$ cat config.mk
export PLATFORM = sky130hd
export DESIGN_NAME = axi_sram_rd_slave
export DESIGN_NICKNAME = d
export VERILOG_FILES = /design/src/rtl/axi_pkg.sv /design/src/rtl/axi_sram_rd_slave.sv
export SDC_FILE = /design/constraint.sdc
export NUM_CORES = 1
export LEC_CHECK = 0
export CAP_MARGIN = 20
export CORE_UTILIZATION = 33
export DETAILED_ROUTE_END_ITERATION = 7
export PLACE_DENSITY_LB_ADDON = 0.12
export SETUP_SLACK_MARGIN = 0.2
export SLEW_MARGIN = 40
export SYNTH_ARGS = -nofsm -noshare
export SYNTH_HDL_FRONTEND = slang
export SYNTH_SLANG_ARGS = --single-unit
$ cat constraint.sdc
create_clock -name ACLK -period 1.8 [get_ports ACLK]
set_clock_uncertainty 0.15 [all_clocks]
set_input_delay 0.18 -clock ACLK [delete_from_list [all_inputs] [get_ports ACLK]]
set_output_delay 0.18 -clock ACLK [all_outputs]
set_load 0.005 [all_outputs]
$ cat src/rtl/axi_pkg.sv
// Shared AXI constants, response/burst codes and the read-responder state type.
package axi_pkg;

  localparam int AXI_ID_W    = 8;
  localparam int AXI_ADDR_W  = 32;
  localparam int AXI_DATA_W  = 32;
  localparam int AXI_SRAM_AW = 14;

  localparam logic [1:0] BURST_FIXED = 2'b00;
  localparam logic [1:0] BURST_INCR  = 2'b01;
  localparam logic [1:0] BURST_WRAP  = 2'b10;

  localparam logic [1:0] RESP_OKAY   = 2'b00;
  localparam logic [1:0] RESP_SLVERR = 2'b10;
  localparam logic [1:0] RESP_DECERR = 2'b11;

  // Only full 32-bit beats are supported by the SRAM datapath.
  localparam logic [2:0] SIZE_WORD = 3'b010;

  typedef enum logic [1:0] {
    IDLE  = 2'd0,
    FETCH = 2'd1,
    SEND  = 2'd2
  } rd_state_e;

  function automatic logic burst_err(input logic [2:0] size, input logic [1:0] burst);
    return (size != SIZE_WORD) || ((burst != BURST_FIXED) && (burst != BURST_INCR));
  endfunction

endpackage

$ cat src/rtl/axi_sram_rd_slave.sv
// AXI4 read responder: serves one AR burst at a time from a synchronous
// single-port SRAM, alternating FETCH (address the macro) and SEND (present R beat).
module axi_sram_rd_slave
  import axi_pkg::*;
#(
  parameter int ID_W    = AXI_ID_W,
  parameter int ADDR_W  = AXI_ADDR_W,
  parameter int DATA_W  = AXI_DATA_W,
  parameter int SRAM_AW = AXI_SRAM_AW
) (
  input  logic               ACLK,
  input  logic               ARESETn,
  input  logic [ID_W-1:0]    ARID,
  input  logic [ADDR_W-1:0]  ARADDR,
  input  logic [3:0]         ARLEN,
  input  logic [2:0]         ARSIZE,
  input  logic [1:0]         ARBURST,
  input  logic               ARVALID,
  output logic               ARREADY,
  output logic [ID_W-1:0]    RID,
  output logic [DATA_W-1:0]  RDATA,
  output logic [1:0]         RRESP,
  output logic               RLAST,
  output logic               RVALID,
  input  logic               RREADY,
  output logic               SRAM_CS,
  output logic               SRAM_OE,
  output logic [SRAM_AW-1:0] SRAM_A,
  input  logic [DATA_W-1:0]  SRAM_DO
);

  rd_state_e          state_q, state_d;
  logic [ID_W-1:0]    id_q, id_d;
  logic [SRAM_AW-1:0] addr_q, addr_d;
  logic [3:0]         len_q, len_d;
  logic [3:0]         cnt_q, cnt_d;
  logic [1:0]         burst_q, burst_d;
  logic               err_q, err_d;

  // Byte-lane bits and bits above the SRAM window are decoded upstream.
  logic unused_addr_bits;
  assign unused_addr_bits = ^{ARADDR[ADDR_W-1:SRAM_AW+2], ARADDR[1:0]};

  logic send;
  logic last_beat;
  assign send      = (state_q == SEND);
  assign last_beat = (cnt_q == len_q);

  always_comb begin
    // NOTE: every next-state variable gets a default first so no path infers a latch.
    state_d = state_q;
    id_d    = id_q;
    addr_d  = addr_q;
    len_d   = len_q;
    cnt_d   = cnt_q;
    burst_d = burst_q;
    err_d   = err_q;
    case (state_q)
      IDLE: begin
        if (ARVALID) begin
          id_d    = ARID;
          addr_d  = ARADDR[SRAM_AW+1:2];
          len_d   = ARLEN;
          burst_d = ARBURST;
          err_d   = burst_err(ARSIZE, ARBURST);
          cnt_d   = '0;
          state_d = FETCH;
        end
      end
      FETCH: state_d = SEND;
      SEND: begin
        if (RREADY) begin
          if (last_beat) begin
            state_d = IDLE;
          end else begin
            cnt_d   = cnt_q + 4'd1;
            // Error bursts replay the same word; only clean INCR bursts advance.
            if ((burst_q == BURST_INCR) && !err_q) addr_d = addr_q + 1'b1;
            state_d = FETCH;
          end
        end
      end
      default: state_d = IDLE;
    endcase
  end

  always_ff @(posedge ACLK or negedge ARESETn) begin
    if (!ARESETn) begin
      state_q <= IDLE;
      id_q    <= '0;
      addr_q  <= '0;
      len_q   <= '0;
      cnt_q   <= '0;
      burst_q <= BURST_FIXED;
      err_q   <= 1'b0;
    end else begin
      // NOTE: state registers use non-blocking assignment so all flops update together.
      state_q <= state_d;
      id_q    <= id_d;
      addr_q  <= addr_d;
      len_q   <= len_d;
      cnt_q   <= cnt_d;
      burst_q <= burst_d;
      err_q   <= err_d;
    end
  end

  assign ARREADY = (state_q == IDLE);

  // SRAM stays addressed through SEND so DO is stable while RREADY stalls.
  assign SRAM_CS = (state_q != IDLE);
  assign SRAM_OE = (state_q != IDLE);
  assign SRAM_A  = addr_q;

  assign RVALID = send;
  assign RDATA  = send ? SRAM_DO : '0;
  assign RID    = id_q;
  assign RRESP  = (send && err_q) ? RESP_SLVERR : RESP_OKAY;
  assign RLAST  = send && last_beat;

endmodule

# Word-level counts from Yosys, hierarchy flattened
# Index checks and enable logic that the tools add are counted.
# W data, S select, Z words.
[op_classes]
muxes = 15
n_addsub = 2
n_eq_ne = 10
n_reduce_logical = 14
[ops]
columns = ["cell", "n"]
rows = [
  ["$mux W14", 4],
  ["$mux W32", 1],
  ["$pmux W14 S2", 1],
  ["$add A14 B1 Y14 const B", 1],
  ["$mux W4", 3],
  ["$pmux W4 S2", 1],
  ["$mux W2", 3],
  ["$ne A2 B2 Y1 const B", 3],
  ["$pmux W2 S3", 1],
  ["$reduce_bool A2 Y1", 3],
  ["$reduce_and A5 Y1", 1],
  ["$add A4 B1 Y4 const B", 1],
  ["$eq A2 B1 Y1 const B", 2],
  ["$eq A4 B4 Y1", 1],
  ["$logic_and A1 B1 Y1", 4],
  ["$ne A2 B1 Y1 const B", 2],
  ["$reduce_and A2 Y1", 2],
  ["$reduce_and A4 Y1", 1],
  ["$ne A3 B2 Y1 const B", 1],
  ["$eq A2 B2 Y1 const B", 1],
  ["$logic_not A2 Y1", 1],
  ["$logic_not A1 Y1", 1],
  ["$logic_or A1 B1 Y1", 1],
  ["$mux W1", 1],
]
[totals]
wordCells = 48
ff_bits = 35
out_inout_bits = 61
in_bits = 85

# Logic depth before layout (Yosys ltp)
# Gate-level depths: netlist of run 1.
[logic_depth]
ltp_word = 6
mapped_depth = 8
mapped_depth_nobuf = 5

# Worst setup path after synthesis of run 1
# No wires, ideal clock.
[synth_timing]
kind = "reg2reg"
start = "register addr_q[0], in the netlist SRAM_A[0]"
end = "register addr_q[10], in the netlist SRAM_A[10]"
slack_ns = -0.064
n_path_buf = 1
t_arrival_ns = 1.593
t_required_ns = 1.529
path_stages_with_launch = 7
setup_ns = 0.121
cell_sequence = "dfrtp_1 ha_1 and4_1 clkbuf_1 nand3_1 a221o_1 a22o_1"
[synth_via]
elab_chain_cells = 5
[synth_rtl]
columns = ["item", "line", "text"]
rows = [
  ["start, declared", "axi_sram_rd_slave.sv:34", "logic [SRAM_AW-1:0] addr_q, addr_d;"],
  ["start signal, assigned", "axi_sram_rd_slave.sv:100", "addr_q <= addr_d;"],
  ["$add A14 B1 Y14", "axi_sram_rd_slave.sv:78", "if ((burst_q == BURST_INCR) && !err_q) addr_d = addr_q + 1'b1;"],
  ["$mux W14", "axi_sram_rd_slave.sv:78", ""],
  ["$mux W14", "axi_sram_rd_slave.sv:73", "if (last_beat) begin"],
  ["$mux W14", "axi_sram_rd_slave.sv:72", "if (RREADY) begin"],
  ["$pmux W14 S2", "axi_sram_rd_slave.sv:58", "case (state_q)"],
]
# No other way between the ends. The select of a mux whose other input is x is not followed.
# A chain may end at the register's enable or synchronous reset.

# Final worst setup path of run 1
[layout_timing]
start = "register cnt_q[3]"
end = "register addr_q[1], in the netlist SRAM_A[1]"
[layout_via]
elab_chain_cells = 3
[layout_rtl]
columns = ["item", "line", "text"]
rows = [
  ["start, declared", "axi_sram_rd_slave.sv:36", "logic [3:0] cnt_q, cnt_d;"],
  ["start signal, assigned", "axi_sram_rd_slave.sv:102", "cnt_q <= cnt_d;"],
  ["$eq A4 B4 Y1", "axi_sram_rd_slave.sv:47", "assign last_beat = (cnt_q == len_q);"],
  ["$ne A2 B2 Y1 (no line)", "n/a", ""],
  ["$reduce_and A5 Y1 (no line)", "n/a", ""],
]
# No other way between the ends.

==> results.cfg, run 1 <==
[synthesis]
synth_top_cell_area_share_pct = 39.91
yosysWarningCount = 0
syn-cell-area_mm2 = 0.002195
synth.avg_cell_area_um2 = 9.668
yosys.cell_count.top_type = dfrtp_1
synth_area_leaders = dfrtp_1, and2_1, mux2_2
syn-instance-count = 227
synth_seq_cells = 35
synth-edff-count = 0
synthDistinctLibCells = 48
seq_area_frac_synth_pct = 39.91
synth_top_area_cell = dfrtp_1
async_flop_share_pct = 100.0
ys_top_cells_by_count = dfrtp_1, and2_1, nand2_1
synth_nets = 314
synthFlopType = dfrtp_1

[final_layout]
layout-drive-gt1-share_pct = 48.30
nets = 498
seq_area_um2 = 879.6
multi_input_area_mm2 = 0.001530
nFillCells = 483
diodes = 0
area_growth_pct = 107.2

[power_and_ir_drop]
power_frac_clock_pct = 8.5
p_sw_share_pct = 37.04
finalPower_w = 0.007195
internal-power_w = 0.004530
power_frac_seq_pct = 20.6
leakage_nw = 2.034
combPwrFrac_pct = 71.0
ir_drop_v = 0.0009957
powerDensity_mw_per_mm2 = 1582
p_switching_w = 0.002665

[job]
drv_cap = 0

[placement]
io_buffers = 126
hpwl_um = 4971
dpl_worst_slack_ns = -0.2143
gp_congestion = 0.7883

[worst_setup_path]
startpoint_type = flip-flop
worstPathMaxFanout = 4
cp_common_cell = buf_4
crit_path_max_incr_delay_ns = 0.40
critical_path.endpoint_type = flip-flop
worstPathArrival_ns = 2.09
crit_chain = xor2_1, buf_4, o41ai_4, buf_4, buf_6, a21oi_4, mux2_2
crit_buf_inv = 3
cp.required_ns = 1.83
critPathSlowestCell = dfrtp_1
path_class = flip-flop to flip-flop
crit_family = buffers and inverters

[routing]
viasPerCell = 5.139
totalWireLength_um = 7694
drt_iter0_drc = 97
first_pass_iters = 4
drc = 0
drt.antenna.violating_nets = 0
vias = 2513
post_drt_wl_per_cell_um = 15.73

[die]
die_h_um = 83.55
initial_utilization_pct = 34.37
die_x_um = 83.55
io_pins = 146
rows = 29
dieArea_mm2 = 0.006981
core_mm2 = 0.006386

[sta]
max_freq_mhz = 486.0
rsz0062_at_grt = yes
hold_viol_final = 0
period_share_pct = 114.3
drv_slew = 0
finalWorstSetupSlack_ns = -0.2576
layout_min_cycle_time_ns = 2.058
final-setup-viol-count = 59

[clocking]
cts.sinks = 35
clock_tree.root_cell = clkbuf_8
numCtsBuffers = 5
htree_levels = 2
cts_tree = done
clk_pin_slew_ns = 0.08
worstSkewPairLatency_ns = 0.30
cts_buffer_depth = 2

[global_routing]
grt_usage_pct = 21.69
grt_pass1_wl_um = 12300
grt_max_degree = 21
grt_pass1_vias = 2468
grt_antenna_before_repair = 0
grt_overflow = 0

[worst_hold_path]
hold_class = input port to asynchronous set/reset pin

[run_status]
violations = negative setup slack
status = finished with violations
## power groups by stage
stage	combinational (W)	sequential (W)	clock (W)
2_1_floorplan	0.00170	0.00148	0
3_3_place_gp	0.00356	0.00146	0
3_5_place_dp	0.00361	0.00148	0
4_1_cts	0.00446	0.00150	0.000617
5_1_grt	0.00544	0.00154	0.000661
6_report	0.00510	0.00148	0.000611
## layout make-up
type,count,area share (%)
multi-input combinational,165,33.65
timing repair buffer,198,42.24
clock buffer,5,1.513
clock inverter,3,0.5228
inverter,6,0.6054
sequential,35,19.35
tap,77,2.119
## cell usage in the layout (no fill, tap or decap), types with 5 or more instances in the layout
cell type	count
clkbuf_8	5
and2_4	21
nand2_1	17
buf_6	30
a2bb2oi_2	10
clkbuf_2	20
clkdlybuf4s50_1	78
and2_1	13
a221oi_2	5
buf_12	5
nand3_1	9
o21ai_0	6
buf_4	40
dlymetal6s2s_1	7
mux2_4	12
buf_2	8
dfrtp_1	32
## what timing repair did
| action | in CTS | in global routing |
|---|---|---|
| hold endpoints to repair | 29 | 0 |
| pin swaps | 13 | 10 |
| hold buffers | 1 | 0 |
| gates cloned | 3 | 1 |
| gates resized for setup | 144 | 110 |
| setup endpoints to repair | 75 | 79 |
| setup buffers | 11 | 19 |
## cell families after synthesis
logic type,Yosys count,share of synthesized area (%)
flops,35,39.91
other cells,1,0.1709
compound gates,50,18.30
xor+xnor,4,1.596
mux,19,9.521
simple gates,89,23.38
buf+inv,27,5.986
fa+ha+maj,2,1.140
## worst register-to-register path, cell delays in order, from the launching register on
cell and delay, ns:
dfrtp_1 0.40, xor2_1 0.25, buf_4 0.20, o41ai_4 0.08, buf_4 0.17, buf_6 0.12, a21oi_4 0.22, mux2_2 0.36
## final timing paths
kind | startpoint | end | slack [ns] | depth (start not counted)
min in group ACLK | ARID[1] | RID[1]$_DFFE_PN0P_ | 0.34 | 2
worst min register to register | RID[5]$_DFFE_PN0P_ | RID[5]$_DFFE_PN0P_ | 0.37 | 1
worst max register to register | cnt_q[3]$_DFFE_PN0P_ | SRAM_A[1]$_DFFE_PN0P_ | -0.26 | 7
worst min-delay path | ARESETn | SRAM_A[7]$_DFFE_PN0P_ | 0.20 | 2
max in group asynchronous | ARESETn | burst_q[1]$_DFFE_PN0P_ | 0.86 | 3
worst max-delay path | cnt_q[3]$_DFFE_PN0P_ | SRAM_A[1]$_DFFE_PN0P_ | -0.26 | 7
## through the flow
step	setup TNS (ns)	cell area, µm²	instances	hold WS (ns)	util (%)
after floorplan	0	2236	227	-0.2656	-
after global placement	-2.177	3794	446	-0.01122	59.40
after detailed placement	-2.931	3794	446	-0.01421	59.40
after CTS	-6.250	4268	469	0.2123	66.83
after global routing	-9.127	4547	489	0.2376	71.20
final	-4.441	4547	489	0.1957	71.20
## routing by layer
metal  vias to the layer above  part of all wire [%]  global-route usage (%)
li1                       1194                     -                       -
met1                      1209                    41                   27.13
met2                        95                    52                   37.85
met3                        15                   5.1                   3.660
met4                         0                   2.1                   7.396
met5                         -                     0                       0
## registers in the layout (all words and copies together) (netlist names)
| register | count |
|---|---|
| state_q | 2 |
| cnt_q | 4 |
| burst_q | 2 |
| err_q | 1 |
| RID | 8 |
| SRAM_A | 14 |
| len_q | 4 |
Note: power is estimated with default switching activity, not from simulation.
==> run 2: changes to the inputs <==
TNS_END_PERCENT = 100   (was default)
==> results of run 2 <==
The final DEF is identical to that of run 1; final timing and power are the same.
